$ cat src/rtl/uart_rx_parity.sv
// Oversampling UART receiver with selectable 5-8 data bits, optional even parity,
// framing-error detection and line-break handling.
module uart_rx_parity #(
    parameter int OVERSAMPLE = 16
) (
    input  logic       clk,
    input  logic       rst_n,
    input  logic       baud_tick,
    input  logic       rx,
    input  logic [1:0] num_data,
    input  logic       parity_en,
    output logic [7:0] rx_data,
    output logic       rx_valid,
    output logic       parity_err,
    output logic       frame_err,
    output logic       busy
);

    localparam int CW = (OVERSAMPLE > 1) ? $clog2(OVERSAMPLE) : 1;
    localparam logic [CW-1:0] TICK_HALF = CW'(OVERSAMPLE / 2 - 1);
    localparam logic [CW-1:0] TICK_LAST = CW'(OVERSAMPLE - 1);
    localparam logic [CW-1:0] TICK_ONE  = CW'(1);

    typedef enum logic [2:0] {
        ST_IDLE   = 3'd0,
        ST_START  = 3'd1,
        ST_DATA   = 3'd2,
        ST_PARITY = 3'd3,
        ST_STOP   = 3'd4,
        ST_BREAK  = 3'd5
    } state_t;

    // Keeps only the bits that belong to a word of the selected length.
    function automatic logic [7:0] width_mask(input logic [1:0] sel);
        logic [7:0] m;
        case (sel)
            2'b00:   m = 8'h1F;
            2'b01:   m = 8'h3F;
            2'b10:   m = 8'h7F;
            default: m = 8'hFF;
        endcase
        return m;
    endfunction

    state_t          state_r, state_s;
    logic [CW-1:0]   tick_r, tick_s;
    logic [2:0]      bit_r, bit_s;
    logic [2:0]      last_bit_s;
    logic [7:0]      shift_r, shift_s;
    logic            calc_par_r, calc_par_s;
    logic            perr_r, perr_s;
    logic [1:0]      lat_num_r, lat_num_s;
    logic            lat_par_r, lat_par_s;
    logic            rx_meta_r, rxs_r;
    logic [7:0]      rx_data_r, rx_data_s;
    logic            rx_valid_r, rx_valid_s;
    logic            parity_err_r, parity_err_s;
    logic            frame_err_r, frame_err_s;
    logic            busy_r, busy_s;

    assign last_bit_s = 3'd4 + {1'b0, lat_num_r};

    // Next-state, counter and output-capture logic; frame settings are taken from the latched copies.
    always_comb begin
        state_s      = state_r;
        tick_s       = tick_r;
        bit_s        = bit_r;
        shift_s      = shift_r;
        calc_par_s   = calc_par_r;
        perr_s       = perr_r;
        lat_num_s    = lat_num_r;
        lat_par_s    = lat_par_r;
        rx_data_s    = rx_data_r;
        rx_valid_s   = 1'b0;
        parity_err_s = parity_err_r;
        frame_err_s  = frame_err_r;
        if (baud_tick) begin
            case (state_r)
                ST_IDLE: begin
                    if (!rxs_r) begin
                        state_s    = ST_START;
                        tick_s     = '0;
                        bit_s      = 3'd0;
                        shift_s    = 8'h00;
                        calc_par_s = 1'b0;
                        perr_s     = 1'b0;
                        lat_num_s  = num_data;
                        lat_par_s  = parity_en;
                    end else begin
                        state_s = ST_IDLE;
                    end
                end
                ST_START: begin
                    if (tick_r == TICK_HALF) begin
                        tick_s  = '0;
                        state_s = rxs_r ? ST_IDLE : ST_DATA;
                    end else begin
                        tick_s = tick_r + TICK_ONE;
                    end
                end
                ST_DATA: begin
                    if (tick_r == TICK_LAST) begin
                        tick_s         = '0;
                        shift_s[bit_r] = rxs_r;
                        calc_par_s     = calc_par_r ^ rxs_r;
                        if (bit_r == last_bit_s) begin
                            bit_s   = 3'd0;
                            state_s = lat_par_r ? ST_PARITY : ST_STOP;
                        end else begin
                            bit_s = bit_r + 3'd1;
                        end
                    end else begin
                        tick_s = tick_r + TICK_ONE;
                    end
                end
                ST_PARITY: begin
                    if (tick_r == TICK_LAST) begin
                        tick_s  = '0;
                        perr_s  = rxs_r ^ calc_par_r;
                        state_s = ST_STOP;
                    end else begin
                        tick_s = tick_r + TICK_ONE;
                    end
                end
                ST_STOP: begin
                    if (tick_r == TICK_LAST) begin
                        tick_s       = '0;
                        rx_valid_s   = 1'b1;
                        rx_data_s    = shift_r & width_mask(lat_num_r);
                        parity_err_s = perr_r;
                        frame_err_s  = ~rxs_r;
                        state_s      = rxs_r ? ST_IDLE : ST_BREAK;
                    end else begin
                        tick_s = tick_r + TICK_ONE;
                    end
                end
                ST_BREAK: begin
                    if (rxs_r) begin
                        state_s = ST_IDLE;
                    end else begin
                        state_s = ST_BREAK;
                    end
                end
                default: begin
                    state_s = ST_IDLE;
                    tick_s  = '0;
                    bit_s   = 3'd0;
                end
            endcase
        end else begin
            rx_valid_s = 1'b0;
        end
        busy_s = (state_s != ST_IDLE);
    end

    // State, synchronizer and registered outputs; the synchronizer idles high so reset never looks like a start bit.
    always_ff @(posedge clk or negedge rst_n) begin
        if (!rst_n) begin
            rx_meta_r    <= 1'b1;
            rxs_r        <= 1'b1;
            state_r      <= ST_IDLE;
            tick_r       <= '0;
            bit_r        <= 3'd0;
            shift_r      <= 8'h00;
            calc_par_r   <= 1'b0;
            perr_r       <= 1'b0;
            lat_num_r    <= 2'b00;
            lat_par_r    <= 1'b0;
            rx_data_r    <= 8'h00;
            rx_valid_r   <= 1'b0;
            parity_err_r <= 1'b0;
            frame_err_r  <= 1'b0;
            busy_r       <= 1'b0;
        end else begin
            rx_meta_r    <= rx;
            rxs_r        <= rx_meta_r;
            state_r      <= state_s;
            tick_r       <= tick_s;
            bit_r        <= bit_s;
            shift_r      <= shift_s;
            calc_par_r   <= calc_par_s;
            perr_r       <= perr_s;
            lat_num_r    <= lat_num_s;
            lat_par_r    <= lat_par_s;
            rx_data_r    <= rx_data_s;
            rx_valid_r   <= rx_valid_s;
            parity_err_r <= parity_err_s;
            frame_err_r  <= frame_err_s;
            busy_r       <= busy_s;
        end
    end

    assign rx_data    = rx_data_r;
    assign rx_valid   = rx_valid_r;
    assign parity_err = parity_err_r;
    assign frame_err  = frame_err_r;
    assign busy       = busy_r;

endmodule
$ cat config.mk
export PLATFORM = sky130hd
export DESIGN_NAME = uart_rx_parity
export DESIGN_NICKNAME = d
export VERILOG_FILES = /design/src/rtl/uart_rx_parity.sv
export SDC_FILE = /design/constraint.sdc
export NUM_CORES = 1
export LEC_CHECK = 0
export ABC_AREA = 1
export CAP_MARGIN = 15
export CORE_MARGIN = 1.5
export CORE_UTILIZATION = 52
export DETAILED_ROUTE_END_ITERATION = 10
export PLACE_DENSITY_LB_ADDON = 0.12
export SLEW_MARGIN = 20
export SYNTH_ARGS = -nofsm -noshare
export SYNTH_HDL_FRONTEND = slang
export SYNTH_SLANG_ARGS = --single-unit
$ cat constraint.sdc
create_clock -name clk -period 4 [get_ports clk]
set_input_delay 1.2 -clock clk [delete_from_list [all_inputs] [get_ports clk]]
set_output_delay 1.2 -clock clk [all_outputs]
set_load 0.005 [all_outputs]
==> results.toml <==
[worst_setup_path]
endpoint_kind = "flip-flop"
r2r-end = "rx_data[2]"
worst_ep_arrival_time_ns = 2.80
crit_path_frequent_cell = "nand2_1"
path_cells = "clkdlybuf4s50_1, nand3_1, inv_1, nand2_1, nand2_1"
path_delay_family = "buffers and inverters"
cp_max_fo = 15
startpoint_type = "input port"
path_depth = 5
reg2regPathDepth = 7
required_ns = 4.29
crit_type = "input port to flip-flop"
crit_path_top_delay_cell = "clkdlybuf4s50_1"
slowest_delay_ns = 0.63
critPathBufInv = 2
r2r-start = "tick_r[0]"
rrSetupSlack_ns = 2.09

[global_route]
grt_first_pass_wirelength_um = 6306
first_global_vias = 1426
grt_overflow = 0
grt_max_degree = 38
antenna_found_initial = 0
grt.total_usage_pct = 20.49

[sta]
tns_ns = 0
worst_pin_slew_ns = 0.7739
clock_skew_ns = 0.01440
max_freq_mhz = 398.6
finalSetupViolCount = 0
slew-limit-headroom_pct = 48.41
timing.final.crit_share_pct = 62.72
min_period_ns = 2.509
rsz0062_at_grt = "no"
slew_viol_final = 0
hold_violations = 0

[clock_tree]
cts_resized = 0
ctsHoldBuffers = 0
clk_pin_slew_worst_paths_ns = 0.11
cts_setup_buffers = 0
cts.path.max_buffers = 2
cts_tree = "yes"
cts_sinks = 37
cts_made_buffers = 5
htree_levels = 2
clkLatencyLatePin_ns = 0.35
ctsRootBufferMaster = "clkbuf_4"

[routing]
drt_iter0_drc = 61
routed_via_density = 4.925
num_vias = 1507
firstDrtPassIters = 5
ant_nets = 0
drc = 0
drt_wl_total_um = 3418
drt-wirelength-per-cell_um = 11.17

[die]
rows = 21
die_h_um = 62.78
initial_core_util_pct = 54.82
die_area_mm2 = 0.003941
dieWidth_um = 62.78
io_pins = 19
core_mm2 = 0.003390

[layout]
layout_commonest_cell = "nand2_1"
syn2layout_area_growth_pct = 16.36
register_area_um2 = 928.4
drive_above_1_share_pct = 6.923
final_cell_mix = "nand2_1 (54), dfrtp_1 (35), nor2_1 (33), inv_1 (31), o21ai_0 (20)"
diodes = 0
multi_input_area_um2 = 770.7
fillCellCount = 294
nNetsFinal = 268

[synth]
synth_fa_ha_area_share_pct = 1.347
synth_seq_cells = 37
synth_top_family_by_area = "simple AND/OR/NAND/NOR gates"
synthSimpleGateAreaFrac_pct = 26.67
synth_seq_area_share_pct = 49.97
synth_xor_area_share_pct = 0.9428
synth_compound_area_share_pct = 12.53
ys_warn_count = 0
netlist_instances = 239
synth.cell_area_mm2 = 0.001858
syn_nets = 248
synth_area_per_cell_um2 = 7.774
synthMuxAreaShare_pct = 0
synth.distinct_cells = 24

[status]
status = "finished, final reports clean"

[pwr]
vdd_drop_max_uv = 341.9
p_total_uw = 1076
p_per_area_mw_per_mm2 = 497.6
leakagePower_uw = 0.001083

[placement]
numPortBuffers = 18
gp_congestion = 0.8879
hpwl_um = 2515

[min_path]
hold_class = "flip-flop to flip-flop"
hold_start = "rx_meta_r"
holdPathStages = 0
hold_end = "rxs_r"

[flow_run]
cap_violations = 0
how the worst max path moves through the flow:
| stage | slack [ns] | start | to |
|---|---|---|---|
| after floorplan | 1.98 | baud_tick | shift_r[6] |
| after global placement | 1.16 | baud_tick | rx_data[0] |
| after detailed placement | 1.12 | baud_tick | rx_data[2] |
| after CTS | 1.49 | baud_tick | rx_data[2] |
| after global routing | 1.31 | baud_tick | parity_err |
| final | 1.49 | baud_tick | rx_data[2] |
final cells by class:
type | instances | share of cell area, %
inverter | 34 | 5.903
clock buffer | 5 | 1.736
sequential | 37 | 42.94
timing repair buffer | 18 | 8.102
tap | 46 | 2.662
clock inverter | 3 | 3.009
multi-input combinational | 163 | 35.65
cells in the mapped netlist (all sizes together):
master | count | area (um2)
nand3b | 1 | 20.02
nand4 | 3 | 18.77
o31ai | 2 | 15.01
xnor2 | 2 | 17.52
dfrtp | 35 | 875.8
nor2 | 36 | 147.6
o211ai | 2 | 15.01
inv | 34 | 127.6
a31oi | 1 | 6.260
nand2 | 54 | 202.7
o21ai | 29 | 145.1
and2 | 1 | 6.260
dfstp | 2 | 52.55
buf | 5 | 31.28
ha | 2 | 25.02
a21oi | 9 | 45.04
nor3 | 7 | 35.03
o22ai | 1 | 6.260
nand3 | 13 | 65.06
per-layer routing:
metal	share of wire, %	track usage [%]	routed length, um
met5	0	0	0
met3	4.4	4.865	150
met2	41	30.24	1398
met4	2.5	9.167	87
met1	52	28.83	1782
sequential cells by signal (all words and copies together) (netlist names), 2 cells and up:
register   count
lat_num_r      2
shift_r        8
rx_data        8
bit_r          3
tick_r         4
state_r        3
worst reg2reg max path, stage by stage, from the launching register on:
cell and delay, ns:
dfrtp_1 0.40, ha_1 0.19, nand2_1 0.10, nor2_2 0.22
nand3_1 0.44, inv_1 0.35, nand2_1 0.10, nand2_1 0.06
power by group:
group          leakage (uW)  switching, uW  internal (uW)
Combinational      0.000535            183           98.5
Sequential         0.000493           48.0            423
Clock             0.0000552            129            193
Total               0.00108            360            715
through the flow:
stage	hold WS (ns)	cell area (um2)	std cells	utilization (%)	worst slack, ns
final	0.3622	2162	306	63.79	1.491
after floorplan	0.3452	1858	239	-	1.978
after global placement	0.3455	2059	298	60.76	1.157
after global routing	0.3711	2162	306	63.79	1.306
after detailed placement	0.3490	2059	298	60.76	1.124
after CTS	0.3659	2162	306	63.79	1.495
logic make-up after synthesis:
logic type	after synthesis
flops	37
fa+ha+maj	2
xor+xnor	2
simple gates	115
buf+inv	39
compound gates	44
(Power assumes the default switching activity.)
==> RTL edit 1, RTL diff (same settings) <==
Put one more register stage on the output `rx_data`. The value now appears one clock later. The other outputs are not delayed to match.
--- a/src/rtl/uart_rx_parity.sv
+++ b/src/rtl/uart_rx_parity.sv
@@ -192,3 +192,5 @@
 
-    assign rx_data    = rx_data_r;
+    always_ff @(posedge clk) begin
+        rx_data <= rx_data_r;
+    end
     assign rx_valid   = rx_valid_r;
Function: same outputs for any inputs over 10 cycles, from zero or initial values and one cycle with rst_n low; that may be too few to reach the edited logic, so the function may still have changed.
==> RTL edit 1 against the unedited design <==
  * Total power grew 4.6%
  * Setup slack worse by 0.079 ns
  * Critical endpoint is now rx_data_r[6]
  * Via count is 2.0% higher
  * Wire length is 4.8% higher
  * Critical path type unchanged
  * Global-route usage decreased by 0.32 points
  * Synthesized area rose by 8.1%
  * Sequential cell count is 8 higher
  * Worst hold slack worse by 0.0024 ns
  * Design area up 7.1%
  * Synthesized cell count fell by 0.84%
==> RTL edit 1: results (changes against the unedited design) <==
worst hold slack 0.3598 ns (-0.002358 ns); Filler cells 340 (+16%); Final GP Congestion 0.9098 (+2.5%); Skew-Pair Late Insertion Delay 0.30 ns (-0.05 ns); outcome complete, no violations; Reg2Reg Depth 5 (-2); data arrival time of the worst path 2.78 ns (-0.02 ns); Leakage 1.078 nW (-0.46%); Cell variety after synth 27 (+13%); DR iter-0 viols 124 (+100%); Syn Nets 246 (-0.81%); post-synthesis sequential area ratio 0.5421 (+0.04239); Post-synth top cells nand2_1 (48), dfrtp_1 (35), inv_1 (31); crit-path max cell delay 0.65 ns (+0.02 ns); vias per inst 5.023 (+2.0%); total global-route track usage 0.2017 (-0.003203); vias in the first global route 1489 (+4.4%); net switching power 0.0003834 W (+6.4%); Worst Setup EP rx_data_r[6]; Max FO, Critical Path 20 (+5); first-pass GRT wire length 6430 um (+2.0%); post-CTS resize count 0 (unchanged); FF-to-FF Start tick_r[0]; Syn. warnings 0 (unchanged); reg2reg setup slack 2.01 ns (-0.08 ns); Worst-path clk slew 0.08 ns (-0.03 ns); Clock Skew 0.008273 ns (-0.006125 ns); IO Port Bufs 18 (unchanged); Max VDD drop 0.2670 mV (-22%); synth top area cells dfrtp_1 (44%), nand2_1 (9.0%), dfxtp_1 (8.0%); Slew headroom 0.4668 (-0.01726); ys async rst share 0.8222 (-0.1778); Post-CTS Setup Inserts 0 (unchanged); WL per Instance 11.71 um (+4.8%); Pre-antenna DRT Iters 4 (-1); share of cells above drive strength 1 0.09302 (+0.02379); Post-DP HPWL 2553 um (+1.5%); CTS Root Cell clkbuf_8; Nets 266 (-0.75%); diode count 0 (unchanged)
-- RTL edit 1: routing by layer --
metal / up-vias / global-route usage / routed length (um)
met4: 0 / 0.09375 / 81
met5: - / 0 / 0
met2: 26 / 0.3389 / 1677
li1: 811 / - / -
met3: 9 / 0.05479 / 106
met1: 691 / 0.2418 / 1717
-- RTL edit 1: worst reg2reg max path, stage by stage, from the launching register on --
cell and delay, ns:
dfrtp_1 0.40, ha_1 0.20, nand3_1 0.22, inv_1 0.20
nand3_1 0.49, o21ai_0 0.39
-- RTL edit 1: area by class of cell --
cell class              instances  area, um^2  area share
clock buffers                   6       82.58     0.03568
clock inverters                 2       13.76    0.005946
inverters                      34       127.6     0.05513
flip-flops and latches         45        1089      0.4703
repair buffers                 18       175.2     0.07568
multi-input cells             153       767.0      0.3314
well taps                      48       60.06     0.02595
-- RTL edit 1: cells by family (layout without fill, tap and decap cells) --
kind of cell / Yosys count / after routing / synth area share
adders and majority gates: 2 / 2 / 0.01246
and+or+nand+nor: 102 / 102 / 0.2280
xor gates and xnor gates: 3 / 3 / 0.01309
DFF: 45 / 45 / 0.5421
AOI/OAI and AO/OA: 46 / 46 / 0.1284
buffers and inverters: 39 / 60 / 0.07601
-- RTL edit 1: worst min path at each step --
| stage | to | cells after the start |
|---|---|---|
| CTS | rxs_r | 0 |
| floorplan | rxs_r | 0 |
| detailed placement | rxs_r | 0 |
| global placement | rxs_r | 0 |
| global route | rxs_r | 0 |
| finish | rxs_r | 0 |
-- RTL edit 1: through the flow --
step	setup WS (ns)	area (um^2)	total power, W	instances	util
after global placement	1.173	2218	0.0008449	298	0.6014
after floorplan	1.957	2008	0.0007706	237	-
final	1.412	2315	0.001125	306	0.6275
after global routing	1.153	2315	0.001214	306	0.6275
after detailed placement	1.045	2218	0.0008463	298	0.6014
after CTS	1.373	2315	0.001137	306	0.6275
-- RTL edit 1: power groups by stage --
stage                     Sequential (W)  Clock, W  Combinational (W)
after floorplan                 0.000550         0           0.000221
after detailed placement        0.000570         0           0.000277
after CTS                       0.000562  0.000298           0.000277
after global placement          0.000571         0           0.000274
after global routing            0.000572  0.000320           0.000323
final                           0.000562  0.000289           0.000274
==> RTL edit 2, RTL diff (config.mk and constraints unchanged) <==
Made on the original files. Set the parameter `OVERSAMPLE` to 64 (it was 16).
--- a/src/rtl/uart_rx_parity.sv
+++ b/src/rtl/uart_rx_parity.sv
@@ -3,3 +3,3 @@
 module uart_rx_parity #(
-    parameter int OVERSAMPLE = 16
+    parameter int OVERSAMPLE = 64
 ) (
Behaviour: no difference found for any inputs over 10 cycles, from zero or initial values and one cycle with rst_n low; that may be too few to reach the edited logic, so the function may still have changed.
==> RTL edit 2 against the unedited design <==
  * Total power shrank 3.2%
  * Maximum frequency is 3.2% higher
  * Cell count up 5.9%
  * Sequential cell count rose by 2
  * Count of clock-buffer cells in the layout is the same
  * Wire length is 12% higher
  * Design area up 9.1%
  * Clock power grew 21%
  * Utilization is 0.15 points higher
  * Synthesized area increased by 8.0%
  * Setup slack better by 0.077 ns
  * Largest power group unchanged
==> RTL edit 2: results (changes against the unedited design) <==
Final GP Congestion 0.9005 (+1.4%); Nets 284 (+6.0%); multi-input logic area 888.4 um^2 (+15%); M1 GR Usage 0.2974 (+0.009112); Inverters excl. clock 32 (-5.9%); Post-DP HPWL 2733 um (+8.7%); Synth Area in Adders 0.01247 (-0.0009992); reg-to-reg critical path endpoint rx_data[5]; total global-route track usage 0.2110 (+0.006067); Filler cells 327 (+11%); Syn Nets 264 (+6.5%); synth top area cells dfrtp_1 (46%), nand2_1 (13%), inv_1 (5.2%); post-synthesis sequential area ratio 0.4875 (-0.01213); CTS Root Cell clkbuf_8; Max FO, Critical Path 14 (-1); TritonCTS Sinks 39 (+5.4%); Cell variety after synth 32 (+33%); GRT met2 Usage 0.3260 (+0.02361); WL final 3817 um (+12%); Clock Skew 0.004247 ns (-0.01015 ns); Max VDD drop 0.2524 mV (-26%); Multi-Input Combinational 179 (+9.8%); Leakage 1.104 nW (+1.9%); sequential cell power 0.000467 W (-1%); DR iter-0 viols 121 (+98%); Worst-path clk slew 0.08 ns (-0.03 ns); clock-cell share of area 0.05782 (+0.01037); Reg2Reg Depth 6 (-1); Post-synth top cells nand2_1 (72), dfrtp_1 (37), inv_1 (28); reg2reg setup slack 2.04 ns (-0.05 ns); pre-CTS setup slack 1.271 ns (+0.1468 ns); compound-gate portion of the synthesized area 0.1234 (-0.001811); outcome complete, no violations; first-pass GRT wire length 6762 um (+7.2%)
==> RTL edit 2: per-stage QoR <==
step	hold WS (ns)	cells	area, um^2
after floorplan	0.3452	255	2007
after global placement	0.3467	316	2222
after detailed placement	0.3491	316	2222
after CTS	0.3603	324	2359
after global routing	0.3611	324	2359
final	0.3585	324	2359
==> RTL edit 2: routing by layer <==
metal | vias up | share of wire | wire [um]
li1 | 861 | - | -
met1 | 774 | 0.49 | 1858
met2 | 58 | 0.44 | 1693
met3 | 5 | 0.054 | 207
met4 | 0 | 0.015 | 57
met5 | - | 0 | 0
==> RTL edit 2: worst max path at each step <==
stage | from | endpoint
floorplan | baud_tick | shift_r[0]
global placement | baud_tick | shift_r[4]
detailed placement | baud_tick | rx_data[5]
CTS | baud_tick | rx_data[5]
global route | baud_tick | rx_data[5]
finish | baud_tick | rx_data[5]
